<file path="config.mk">
export PLATFORM = sky130hd
export DESIGN_NAME = fifo_push_arbiter
export DESIGN_NICKNAME = d
export VERILOG_FILES = /design/src/rtl/fifo_push_arbiter.sv
export SDC_FILE = /design/constraint.sdc
export NUM_CORES = 1
export LEC_CHECK = 0
export ABC_AREA = 1
export CAP_MARGIN = 30
export CELL_PAD_IN_SITES_DETAIL_PLACEMENT = 1
export CELL_PAD_IN_SITES_GLOBAL_PLACEMENT = 1
export CORE_MARGIN = 4
export CORE_UTILIZATION = 26
export CTS_BUF_LIST = sky130_fd_sc_hd__clkbuf_8
export CTS_CLUSTER_SIZE = 14
export DETAILED_ROUTE_END_ITERATION = 10
export GPL_TIMING_DRIVEN = 1
export PLACE_DENSITY = 0.78
export SETUP_SLACK_MARGIN = 0.5
export SYNTH_ARGS = -nofsm -noshare
export SYNTH_HDL_FRONTEND = slang
export SYNTH_SLANG_ARGS = --single-unit
export TNS_END_PERCENT = 100
</file>
<file path="constraint.sdc">
create_clock -name clk -period 2.8 [get_ports clk]
set_input_delay 0.84 -clock clk [delete_from_list [all_inputs] [get_ports clk]]
set_output_delay 0.84 -clock clk [all_outputs]
set_load 0.01 [all_outputs]
</file>
<file path="src/rtl/fifo_push_arbiter.sv">
// fifo_push_arbiter
//   Arbitrates NUM_REQ push requesters onto a single FIFO write port.
//   A three-state FSM (IDLE -> PUSH -> SETTLE) issues at most one push
//   every three cycles. The extra SETTLE cycle gives fifo_full time to
//   reflect the push before the next arbitration.
//
//   Build option:
//     FIFO_ARB_FIXED_PRIO_EN defined   -> fixed priority, lowest index wins
//     FIFO_ARB_FIXED_PRIO_EN undefined -> round-robin (default)
//
// Ports
//   clk       in   single clock, rising edge
//   reset     in   asynchronous, active-low reset
//   req       in   [NUM_REQ]             per-requester push request (level)
//   req_data  in   [NUM_REQ*DATA_WIDTH]  requester i data at [i*DATA_WIDTH +: DATA_WIDTH]
//   fifo_full in   FIFO full flag, sampled only in IDLE
//   push      out  FIFO push strobe (registered), high for the PUSH cycle
//   data_in   out  [DATA_WIDTH] FIFO write data (registered), held until next grant
//   gnt       out  [NUM_REQ] one-hot acknowledge to the winner (registered)
//   busy      out  high whenever the FSM is not in IDLE (registered)

module fifo_push_arbiter #(
   parameter int unsigned NUM_REQ    = 4,
   parameter int unsigned DATA_WIDTH = 32
) (
   input  logic                          clk,
   input  logic                          reset,
   input  logic [NUM_REQ-1:0]            req,
   input  logic [NUM_REQ*DATA_WIDTH-1:0] req_data,
   input  logic                          fifo_full,
   output logic                          push,
   output logic [DATA_WIDTH-1:0]         data_in,
   output logic [NUM_REQ-1:0]            gnt,
   output logic                          busy
);

   localparam int unsigned IDX_W = $clog2(NUM_REQ);

   typedef enum logic [1:0] {
      IDLE,
      PUSH,
      SETTLE
   } state_t;

   state_t                  state;
   logic                    found;
   logic [IDX_W-1:0]        win_idx;
   logic [IDX_W-1:0]        cand;
   logic [NUM_REQ-1:0]      win_onehot;
   logic [DATA_WIDTH-1:0]   win_data;

`ifndef FIFO_ARB_FIXED_PRIO_EN
   logic [IDX_W-1:0]        last_winner;
`endif

   // ------------------------------------------------------------------
   // Winner selection
   // ------------------------------------------------------------------
`ifdef FIFO_ARB_FIXED_PRIO_EN
   // Lowest-index active requester always wins.
   always_comb begin
      found   = 1'b0;
      win_idx = '0;
      cand    = '0;
      for (int unsigned off = 0; off < NUM_REQ; off++) begin
         cand = IDX_W'(off);
         if (!found && req[cand]) begin
            found   = 1'b1;
            win_idx = cand;
         end
      end
   end
`else
   // Search starts one past the previous winner and wraps, so every
   // persistent requester is served within NUM_REQ arbitrations.
   always_comb begin
      found   = 1'b0;
      win_idx = '0;
      cand    = '0;
      for (int unsigned off = 0; off < NUM_REQ; off++) begin
         cand = IDX_W'((32'(last_winner) + 32'd1 + off) % NUM_REQ);
         if (!found && req[cand]) begin
            found   = 1'b1;
            win_idx = cand;
         end
      end
   end
`endif

   // One-hot grant vector and data mux for the selected requester.
   always_comb begin
      win_onehot = '0;
      win_data   = '0;
      for (int unsigned i = 0; i < NUM_REQ; i++) begin
         if (win_idx == IDX_W'(i)) begin
            win_onehot[i] = found;
            win_data      = req_data[i*DATA_WIDTH +: DATA_WIDTH];
         end
      end
   end

   // ------------------------------------------------------------------
   // FSM with registered outputs
   // ------------------------------------------------------------------
   always_ff @(posedge clk or negedge reset) begin
      if (!reset) begin
         state   <= IDLE;
         push    <= 1'b0;
         gnt     <= '0;
         data_in <= '0;
         busy    <= 1'b0;
`ifndef FIFO_ARB_FIXED_PRIO_EN
         // Pointing at the last requester makes requester 0 first after reset.
         last_winner <= IDX_W'(NUM_REQ - 1);
`endif
      end else begin
         case (state)
            IDLE: begin
               // fifo_full is only looked at here; a grant already issued
               // is never withdrawn by a later full flag or req drop.
               if (found && !fifo_full) begin
                  state   <= PUSH;
                  push    <= 1'b1;
                  gnt     <= win_onehot;
                  data_in <= win_data;
                  busy    <= 1'b1;
`ifndef FIFO_ARB_FIXED_PRIO_EN
                  last_winner <= win_idx;
`endif
               end
            end
            PUSH: begin
               state <= SETTLE;
               push  <= 1'b0;
               gnt   <= '0;
            end
            SETTLE: begin
               state <= IDLE;
               busy  <= 1'b0;
            end
            default: begin
               state <= IDLE;
               push  <= 1'b0;
               gnt   <= '0;
               busy  <= 1'b0;
            end
         endcase
      end
   end

   // ------------------------------------------------------------------
   // Structural invariants
   // ------------------------------------------------------------------
   a_gnt_onehot0 : assert property (@(posedge clk) disable iff (!reset)
                                    $onehot0(gnt));
   a_push_gnt    : assert property (@(posedge clk) disable iff (!reset)
                                    push == (gnt != '0));
   a_busy_state  : assert property (@(posedge clk) disable iff (!reset)
                                    busy == (state != IDLE));

endmodule

</file>
# Word level (Yosys, flattened, before mapping)
# Index checks and enable logic that the tools add are counted.
[classes] addsub=4 mul=0 div=0 order_cmp=4 eq_ne=6 shift=0 muxes=31 n_bitwise=2 n_reduce_logical=13
[op_table] cell="$mux W32" count=4
[op_table] cell="$mux W1" count=13
[op_table] cell="$lt A2 B3 Y1 const B" count=4
[op_table] cell="$mux W2" count=5
[op_table] cell="$bmux W1 S2" count=4
[op_table] cell="$pmux W4 S2" count=1
[op_table] cell="$eq A2 B2 Y1 const B" count=3
[op_table] cell="$reduce_and A2 Y1" count=3
[op_table] cell="$add A2 B1 Y2 const B" count=2
[op_table] cell="$add A2 B2 Y2 const B" count=2
[op_table] cell="$eq A2 B1 Y1 const B" count=2
[op_table] cell="$logic_and A1 B1 Y1" count=4
[op_table] cell="$logic_not A1 Y1" count=4
[op_table] cell="$logic_not A2 Y1" count=2
[op_table] cell="$mux W4" count=1
[op_table] cell="$pmux W1 S2" count=2
[op_table] cell="$pmux W2 S2" count=1
[op_table] cell="$ne A2 B2 Y1 const B" count=1
[op_table] cell="$not A1 Y1" count=2
[word_totals] regBits=42 latchBits=0 ram_bits=0 romBits=0 input_bits=135 out_inout_bits=38 word_cells=66 memories=0

# Longest topological paths before layout
# Gate-level depths: netlist of the first run.
[depth] depth_word=18 ltp_mapped=17 mapped_depth_nobuf=16

# Worst setup path before layout of the first run
# No wires, ideal clock.
[synth_timing] kind="input to register" from="input req[1]" to="register data_in[16]" setup_ns=0.116 arrival_time_ns=1.997 t_required_ns=2.684 slack_ns=0.687 path_stages=14 path_buffers=1 cell_sequence="nand2_1 -> nand2_1 -> nand2_1 -> nand2_2 -> inv_2 -> nand3_1 -> nand2_1 -> nor2_4 -> buf_2 -> nand3b_1 -> nand2_1 -> inv_1 -> nand2_1 -> nand2_1"
[synth_via] elab_chain_len=17 elab_cells_between_ends=32 cone_classes="eq/ne (3); mux (20); reduce/logical (9)"
[synth_lines] element="start: declaration" line="28" text="input logic [NUM_REQ-1:0] req,"
[synth_lines] element="$bmux W1 S2" line="82" text="if (!found && req[cand]) begin"
[synth_lines] element="$mux W1 (not written as such)" line="82"
[synth_lines] element="$mux W1" line="82"
[synth_lines] element="$logic_not A1 Y1" line="82"
[synth_lines] element="$logic_and A1 B1 Y1" line="82"
[synth_lines] element="$mux W1" line="82"
[synth_lines] element="$logic_not A1 Y1" line="82"
[synth_lines] element="$logic_and A1 B1 Y1" line="82"
[synth_lines] element="$mux W1" line="82"
[synth_lines] element="$logic_not A1 Y1" line="82"
[synth_lines] element="$logic_and A1 B1 Y1" line="82"
[synth_lines] element="$mux W2" line="82"
[synth_lines] element="$logic_not A2 Y1" line="95" text="if (win_idx == IDX_W'(i)) begin"
[synth_lines] element="$mux W32 (4 in a row)" line="95"
[synth_lines] element="end signal: assignment" line="125" text="data_in <= win_data;"
[synth_lines] element="end: declaration" line="32" text="output logic [DATA_WIDTH-1:0] data_in,"
# Several ways; a longest one is shown, not always the timed one. The select of a mux whose other input is x is not followed.
# A chain may end at the register's enable or synchronous reset.

# Worst setup path after layout of the first run
[layout_timing] from="register last_winner[0]" to="register data_in[26]"
[layout_via] elab_chain_len=18 elab_cells_between_ends=36 cone_classes="add/sub (4); eq/ne (3); mux (20); reduce/logical (9)"
[layout_lines] element="start: declaration" line="53" text="logic [IDX_W-1:0] last_winner;"
[layout_lines] element="start signal: assignment" line="114" text="last_winner <= IDX_W'(NUM_REQ - 1);"
[layout_lines] element="start signal: assignment" line="128" text="last_winner <= win_idx;"
[layout_lines] element="$add A2 B1 Y2 (*)" line="81" text="cand = IDX_W'((32'(last_winner) + 32'd1 + off) % NUM_REQ);"
[layout_lines] element="branches (longest 17 deep; another with $add A2 B1 Y2)"
# Every way passes the cells marked *. The select of a mux whose other input is x is not followed.

==> flow_summary.ini, run 1 <==
[sta]
finalHoldViolCount = 0
whs_ns = 0.4844
maxClockFrequency_mhz = 439.3
worst_slew_pin_slew_ns = 0.5787
drv_slew = 0
fin_crit_sh_pct = 81.29
slew-limit-headroom_pct = 61.42
setup_viol = 0
period_needed_ns = 2.276
rsz0062_at_grt = true
finalClockSkew_ns = 0.01072
timing.setup.tns_ns = 0

[global_route]
grt.total_usage_pct = 19.01
use_met2_pct = 35.65
grt_pass1_vias = 4261
grt_max_degree = 43
antenna_found_initial = 0
gr-usage-met1_pct = 22.32
top_usage_layer = met2
grt_pass1_wl_mm = 20.90
gr-total-overflow = 0
grtUsageMet3_pct = 4.267

[clock_tree]
cts_sinks = 42
cts_buffer_depth = 2
cts_tree = done
cts_buffers = 5
htree_levels = 2
clk_pin_slew_ns = 0.09
root_buffer = clkbuf_8
clk_latency_ns = 0.29

[finish]
fin_area_um2 = 5615
final_layout_size_suffix_gt1_share_pct = 16.86
regArea_um2 = 1054
layout.nets = 810
n_antenna_cell = 0
area.growth.synth_to_final_pct = 81.92
final_core_util_pct = 48.76
multi_input_area_um2 = 1833
fill_cells = 1446

[power]
vdd.ir_drop.worst_uv = 792.7
power.total_uw = 8299
p_per_area_nw_per_um2 = 1478
p_leak_uw = 0.002716

[synth]
synth_top_family_by_area = simple AND/OR/NAND/NOR gates
synth_commonest_cells = nand2_1, nand3_1, inv_1
synth_area_um2 = 3087
syn_area_per_cell_um2 = 6.498
netlist_instances = 475
synth_edf_count = 0
yosys.area_share.xor_xnor_pct = 0
synth-seq-area-share_pct = 34.13
synth_area_leader_cell = dfrtp_1
synth_nets = 610
ys_warn_count = 0
synth-simple-area-share_pct = 46.74
synth_mux_area_share_pct = 0
synth_compound_area_share_pct = 7.702
synthTopCellsByArea = dfrtp_1, nand2_1, nand3_1
synth_top_area_share_pct = 32.43
synthAdderAreaFrac_pct = 0
synth.distinct_cells = 27
yosysMostFrequentCell = nand2_1
ys_ff_latch = 42
synth-async-reset-ratio_pct = 100.0
ys.flop_type = dfrtp_1

[placement]
placed_area_um2 = 5045
port_buffers = 172
gp_congestion = 0.8704
dp_hpwl_mm = 9.904

[floorplan]
die_w_um = 117.0
initial_core_util_pct = 26.80
ios = 173
dieArea_um2 = 13680
row_count = 39
die_y_um = 117.0
core-area_um2 = 11520

[run_status]
status = completed

[setup_path]
crit_type = flop to flop
worstPathArrival_ns = 2.46
cp-start-kind = flop
worst_setup_path_end_kind = flop
crit_fanout = 7
reg2reg_from = last_winner[0]
critical_path_required_ns = 2.98
crit_start = last_winner[0]

[route]
vias = 3931
post_drt_wl_per_cell_um = 16.49
drc_errors = 0
avgViaCountPerCell = 4.800
ant_nets = 0
drt-total-wl_mm = 13.51
drt_iter0_markers = 133
dr.pass1.iters = 4

[hold_path]
hold_start = data_in[14]
hold_path_class = flop to flop

[job]
drv_cap = 0
## state kept, by name, summed over array words and instances (netlist names)
| register | cells |
|---|---|
| gnt | 4 |
| state | 2 |
| data_in | 32 |
| busy | 1 |
| push | 1 |
| last_winner | 2 |
## placed cells by master, fill, tap and decap left out, types with 7 or more instances in the layout
cell type	n
buf_12	7
buf_4	26
buf_6	8
clkdlybuf4s50_1	167
dfrtp_1	40
inv_1	43
nand2_1	169
nand2_2	19
nand2_4	8
nand3_1	57
nand3b_1	25
nor2_1	14
o21ai_0	11
o21ai_1	19
## final cells by class
cell class                 instances  area share [%]
inverter                          50           3.431
timing repair buffer             219           40.02
multi-input combinational        357           32.64
tap                              143           3.186
clock buffer                       5           1.225
sequential                        42           18.76
clock inverter                     3          0.7353
## through the flow
| stage | setup slack (ns) | cells |
|---|---|---|
| detailed placement | -0.1299 | 786 |
| global placement | -0.01137 | 786 |
| CTS | 0.4926 | 810 |
| finish | 0.5238 | 819 |
| global route | 0.3983 | 819 |
| floorplan | 0.6871 | 475 |
## kinds of logic after synthesis
logic type	after synthesis
DFF	42
and+or+nand+nor	314
buffers and inverters	76
AOI/OAI and AO/OA	43
## path summary, 6_finish.rpt
check | to | slack [ns] | cells after the start
max in group asynchronous | data_in[4] | 1.77 | 2
worst max register to register | data_in[26] | 0.52 | 18
worst min register to register | data_in[14] | 0.48 | 2
worst min-delay path | data_in[14] | 0.48 | 2
min in group asynchronous | data_in[19] | 0.62 | 2
worst max-delay path | data_in[26] | 0.52 | 18
## critical path: stages, from the launching register on
cell and delay, ns:
dfstp_2 0.61, buf_4 0.15, nand2_1 0.06, nand2_2 0.09, nand2_2 0.07, nand2_2 0.09, nand2_2 0.07, nand2_2 0.09
nand2_4 0.07, nand2_4 0.07, nor2_4 0.04, buf_4 0.14, buf_4 0.13, nor2_4 0.18, nand2_1 0.09, nand2_1 0.07
inv_1 0.04, nand2_1 0.05, nand2_1 0.05
## report_power, final
part	switching (µW)	total (µW)	leakage [µW]	internal, µW
Clock	220	482	0.0000556	263
Combinational	3570	6720	0.00214	3150
Sequential	180	1100	0.000521	917
## what timing repair did
item,CTS,global route
hold buffers,0,0
endpoints found under the setup margin,38,35
gates cloned,3,2
pin swaps,16,24
resized for setup,43,36
setup buffers,13,7
## layer usage
layer | share of wire, % | wire length [µm] | vias to the layer above
met5 | 0 | 0 | -
met4 | 1.2 | 166 | 0
met3 | 6.5 | 877 | 16
met2 | 52 | 6998 | 138
met1 | 40 | 5466 | 1881
li1 | - | - | 1896
No activity file was read; power rests on OpenSTA's default activity.
==> run 2, diff against run 1 <==
--- a/config.mk
+++ b/config.mk
@@ -10,12 +10,12 @@
 export CELL_PAD_IN_SITES_DETAIL_PLACEMENT = 1
 export CELL_PAD_IN_SITES_GLOBAL_PLACEMENT = 1
 export CORE_MARGIN = 4
-export CORE_UTILIZATION = 26
+export CORE_UTILIZATION = 24
 export CTS_BUF_LIST = sky130_fd_sc_hd__clkbuf_8
 export CTS_CLUSTER_SIZE = 14
 export DETAILED_ROUTE_END_ITERATION = 10
 export GPL_TIMING_DRIVEN = 1
-export PLACE_DENSITY = 0.78
+export PLACE_DENSITY = 0.76
 export SETUP_SLACK_MARGIN = 0.5
 export SYNTH_ARGS = -nofsm -noshare
 export SYNTH_HDL_FRONTEND = slang
==> constraint.sdc (replaced) <==
create_clock -name clk -period 1.85 [get_ports clk]
set_input_delay 0.555 -clock clk [delete_from_list [all_inputs] [get_ports clk]]
set_output_delay 0.555 -clock clk [all_outputs]
set_load 0.01 [all_outputs]
==> run 2 against run 1 <==
  * The flow now finishes with violations (negative setup slack)
  * Worst setup slack got worse by 1.2 ns
  * Core utilization increased by 4.2 points
  * Cell area increased by 19%
  * Cell count increased by 8.5%
  * Critical path type unchanged
  * Register-to-register slack got worse by 1.2 ns
  * Clock-buffer cell count unchanged
  * Critical endpoint is now data_in[28]
==> flow_summary.ini, run 2 (synthesis results as in run 1) <==
[global_route]
grt_pass1_wl_mm = 22.72
grtUsageMet3_pct = 4.382
grt.total_usage_pct = 19.68
use_met2_pct = 35.72
grt_pass1_vias = 4362
gr-usage-met1_pct = 23.57
grt_max_degree = 29
antenna_found_initial = 0
gr-total-overflow = 0
top_usage_layer = met2

[setup_path]
reg2reg_to = data_in[28]
cp_slowest_cell = dfstp_2
worstPathCellList = clkinv_4 > nand2_4 > nand2_4 > nand2_4 > nand2_4 > inv_4 > nand2_2 > nand2_2 > nand2_4 > nor2_4 > buf_12 > buf_6 > buf_12 > buf_16 > nand3b_1 > nand2_1 > inv_1 > nand2_1 > nand2_1
reg2reg_from = last_winner[0]
worstPathArrival_ns = 2.73
worst_setup_path_end_kind = flop
cp-start-kind = flop
critical_path_required_ns = 2.03
crit_type = flop to flop
r2r_slack_ns = -0.70
reg2reg_depth = 19
path_buf_inv = 7
cp_top_family = simple AND/OR/NAND/NOR gates
cpMostUsedCell = nand2_4
crit_fanout = 8
max_stage_delay_ns = 0.63

[sta]
fin_ws_ns = -0.6992
fin_crit_sh_pct = 137.8
worst_slew_pin_slew_ns = 0.3231
rsz0062_at_grt = true
maxClockFrequency_mhz = 392.3
period_needed_ns = 2.549
setup_viol = 41
finalHoldViolCount = 0
slew-limit-headroom_pct = 78.46
finalClockSkew_ns = 0.007505
drv_slew = 0

[finish]
regArea_um2 = 1054
area.growth.synth_to_final_pct = 116.7
layout.nets = 851
top_regs = data_in x32, gnt x4
mostFrequentLayoutCells = nand2_1, clkdlybuf4s50_1, inv_1, buf_4, dfrtp_1
largest_register = data_in
final_core_util_pct = 52.99
layout.cells.most_common = nand2_1
largest_reg_flops = 32
fill_cells = 1490
final_layout_size_suffix_gt1_share_pct = 36.68
fin_area_um2 = 6688
multi_input_area_um2 = 2298
n_antenna_cell = 0

[route]
drt_iter0_markers = 160
dr.pass1.iters = 4
avgViaCountPerCell = 4.771
vias = 4241
post_drt_wl_per_cell_um = 19.48
ant_nets = 0
drt-total-wl_mm = 17.32
drc_errors = 0

[power]
seqPwrFrac_pct = 10.6
p_leak_uw = 0.003318
p_comb_share_pct = 85.0
p_int_uw = 8434
p_sw_uw = 7907
switching_share_pct = 48.39
p_per_area_nw_per_um2 = 2443
vdd.ir_drop.worst_uv = 1035
p_clk_share_pct = 4.5

[floorplan]
ios = 173
dieArea_um2 = 14740
core-area_um2 = 12620
row_count = 41
die_y_um = 121.4
die_w_um = 121.4
initial_core_util_pct = 24.46

[clock_tree]
cts_buffers = 5
hold_buffers = 0
htree_levels = 2
cts_sinks = 42
clk_pin_slew_ns = 0.09
root_buffer = clkbuf_8
cts_buffer_depth = 2
cts_tree = done
clk_latency_ns = 0.29

[run_status]
status = complete, but fails checks
violations = negative setup slack

[job]
drv_cap = 0

[placement]
port_buffers = 172
placed_area_um2 = 5199
gp_congestion = 0.8561
dp_hpwl_mm = 10.55

[hold_path]
hold_path_class = input port to async pin
## run 2: how the worst max path moves through the flow
stage                         from          end  slack [ns]  cells after the start
floorplan           last_winner[0]  data_in[18]       -0.09                     16
global placement            req[3]  data_in[17]       -0.70                     15
detailed placement          req[2]   data_in[3]       -0.81                     13
CTS                 last_winner[0]   data_in[2]       -0.40                     16
global route        last_winner[0]  data_in[28]       -0.78                     19
finish              last_winner[0]  data_in[28]       -0.70                     19
## run 2: repair_timing
action | CTS | global route
resized for setup | 246 | 138
pin swaps | 37 | 57
setup buffers | 26 | 24
setup endpoints to repair | 79 | 79
gates cloned | 6 | 3
## run 2: per-layer routing
metal | wire length, µm | share of wire (%)
met1 | 6389 | 37
met4 | 484 | 2.8
met5 | 0 | 0
met3 | 1023 | 5.9
met2 | 9424 | 54
## run 2: power groups by stage
stage / combinational [µW] / sequential, µW / clock, µW
after global routing: 14900 / 1770 / 779
after global placement: 7960 / 1670 / 0
after floorplan: 4840 / 1790 / 0
after CTS: 10900 / 1680 / 749
final: 13900 / 1730 / 729
after detailed placement: 8230 / 1690 / 0
## run 2: cell type report
cell class | count | area share [%]
well taps | 172 | 3.218
multi-input cells | 357 | 34.37
clock inverters | 3 | 0.5613
repair buffers | 260 | 42.04
clock buffers | 5 | 1.029
inverters | 50 | 3.031
flip-flops and latches | 42 | 15.75
## run 2: through the flow
stage          hold WS, ns  total power [µW]  cells  setup TNS (ns)  setup WS (ns)
6_report            0.1362             16340    889          -23.26        -0.6992
5_1_grt             0.1480             17440    889          -27.38        -0.7815
4_1_cts             0.1346             13300    862          -14.27        -0.4042
3_5_place_dp        0.4566              9916    822          -29.16        -0.8136
3_3_place_gp        0.4586              9632    822          -25.47        -0.6972
2_1_floorplan       0.2594              6630    475          -2.546       -0.08594
## run 2: worst register-to-register path, delay by kind of cell (launching register included)
kind	cells	cell delay, ns
flops	1	0.63
buf+inv	7	0.76
simple gates	12	1.05
==> run 3, diff against run 2 <==
--- a/config.mk
+++ b/config.mk
@@ -6,7 +6,7 @@
 export NUM_CORES = 1
 export LEC_CHECK = 0
 export ABC_AREA = 1
-export CAP_MARGIN = 30
+export CAP_MARGIN = 20
 export CELL_PAD_IN_SITES_DETAIL_PLACEMENT = 1
 export CELL_PAD_IN_SITES_GLOBAL_PLACEMENT = 1
 export CORE_MARGIN = 4
==> results of run 3 <==
Same layout as run 2: the final DEF is identical, and so are final timing and power.
==> variant: new RTL, settings of run 3 <==
The option `FIFO_ARB_FIXED_PRIO_EN` is turned on by a define.
--- a/src/rtl/fifo_push_arbiter.sv
+++ b/src/rtl/fifo_push_arbiter.sv
@@ -18,6 +18,8 @@
 //   data_in   out  [DATA_WIDTH] FIFO write data (registered), held until next grant
 //   gnt       out  [NUM_REQ] one-hot acknowledge to the winner (registered)
 //   busy      out  high whenever the FSM is not in IDLE (registered)
+
+`define FIFO_ARB_FIXED_PRIO_EN
 
 module fifo_push_arbiter #(
    parameter int unsigned NUM_REQ    = 4,
Behaviour: not the same (Yosys sat finds a counterexample within 10 cycles, from zero or initial values and one cycle with reset low).
==> variant against run 3 <==
Synthesized area fell by 20%; critical path type is now reg2out; setup slack improved by 1.1 ns; sequential cell count fell by 2; first-iteration DRC count fell by 29%; routed wire length fell by 23%; final cell count fell by 19%; final area fell by 21%; die area fell by 19%.
Power is left out: it rests on default switching activity, and per cell area and clock period it moved more than threefold.
==> variant: results (changes against run 3) <==
Worst Tran Pin Value 0.4767 ns (+0.1536 ns); # fillers 1,218 (-18%); reg-to-reg endpoint data_in[8]; TritonCTS Buffers 5 (unchanged); r2r setup slk 0.60 ns (+1.30 ns); hpwl dp 9215 um (-13%); largest net degree at the start of global routing 25 (-14%); status finished clean; Hold Slack 0.1921 ns (+0.05588 ns); 1st-pass router iterations 4 (unchanged); max-cap violations 0 (unchanged); CTS max path bufs 2 (unchanged); synth unique cells 17 (-37%); worst clock skew 0.01438 ns (+0.006875 ns); fin. max-slew vios 0 (unchanged); Synthesis Warnings 0 (unchanged); vias per inst 4.914 (+3.0%); Clock transition at path regs 0.10 ns; reg2reg start state[1]; Regs by FF count data_in: 32 flops, gnt: 4 flops, state: 2 flops; Crit path largest cell delay 0.41 ns (-0.22 ns); CP delay by family, top flip-flops; root buf cell clkbuf_8; H-Tree Depth 2 (unchanged); GP Congestion 0.8294 (-3.1%); post-synth net total 496 (-19%); layout cells sized above 1 27.12% (-9.6 points); R2R depth 5 (-14); I/O Buffers 172 (unchanged); Crit-path slowest cell dfrtp_1; vias in the first global route 3,936 (-9.8%); CP Max Fanout 2 (-6); final wirelength 13,400 um (-23%); gr usage total 21.14% (+1.5 points); initial antenna violation count 0 (unchanged); n_diodes 0 (unchanged); Synth top cells by count nand2_1 (140), nand3_1 (97), dfrtp_1 (40); drt initial violations 113 (-29%); largest cells by area after synthesis dfrtp_1 (41%), nand2_1 (21%), nand3_1 (20%), nand4_1 (7.9%), buf_2 (3.7%); HP Class in2async; post-synthesis sequential area ratio 40.59% (+6.5 points); later-pin clock latency in the skew report 0.30 ns; first-pass GRT wire length 19,780 um (-13%); nets 724 (-15%); Arrival @ worst endpoint 0.86 ns (-1.87 ns); Post-synth ARST share 100.0% (unchanged)
[variant: changes by cell type after synthesis, moves of 6 or more]
cell / before / now
o21ai_0: 19 / 1
nand2_2: 6 / 0
a21boi_0: 6 / 0
inv_1: 43 / 6
nand3b_1: 25 / 0
nand3_1: 60 / 97
clkbuf_1: 1 / 8
nor2_1: 17 / 6
o21ai_1: 14 / 3
nand2_1: 190 / 140
nand4_1: 2 / 31
[variant: cells by family after synthesis]
logic type,share of synthesized area (%)
and+or+nand+nor,51.09
DFF,40.59
AOI/OAI and AO/OA,1.167
buffers and inverters,7.154
[variant: layout make-up]
| type | count | share of cell area (%) |
|---|---|---|
| well taps | 133 | 3.146 |
| flip-flops and latches | 40 | 18.93 |
| clock buffers | 5 | 1.301 |
| inverters | 9 | 0.7334 |
| multi-input cells | 283 | 26.71 |
| repair buffers | 250 | 48.31 |
| clock inverters | 3 | 0.8753 |
[variant: what timing repair did]
action                                  CTS  global route
pin swaps                                 8            30
gates cloned                              4             3
endpoints found under the setup margin   77            75
gates resized for setup                 214            39
setup buffers                            24            17
[variant: stage by stage]
stage	cells	TNS [ns]	cell area [sq um]	utilization, %	setup slack [ns]
global placement	667	-4.140	4519	45.61	-0.1736
finish	723	0	5289	53.37	0.4352
CTS	703	0	4907	49.52	0.4204
detailed placement	667	-5.536	4519	45.61	-0.2178
global route	723	0	5289	53.37	0.3990
floorplan	361	0	2511	-	0.5049
[variant: metal layers]
metal | vias up | global-route usage (%) | routed length [um]
li1 | 1676 | - | -
met1 | 1730 | 23.29 | 5272
met5 | - | 0 | 0
met2 | 135 | 41.06 | 7185
met4 | 0 | 5.432 | 146
met3 | 12 | 3.993 | 794
[variant: how the worst max path moves through the flow]
stage	startpoint	end	slack, ns	cells past startpoint
2_1_floorplan	req[1]	data_in[30]	0.50	6
3_3_place_gp	req[2]	data_in[27]	-0.17	9
3_5_place_dp	req[2]	data_in[27]	-0.22	9
4_1_cts	data_in[0]	data_in[0]	0.42	1
5_1_grt	busy	busy	0.40	1
6_report	data_in[29]	data_in[29]	0.44	1
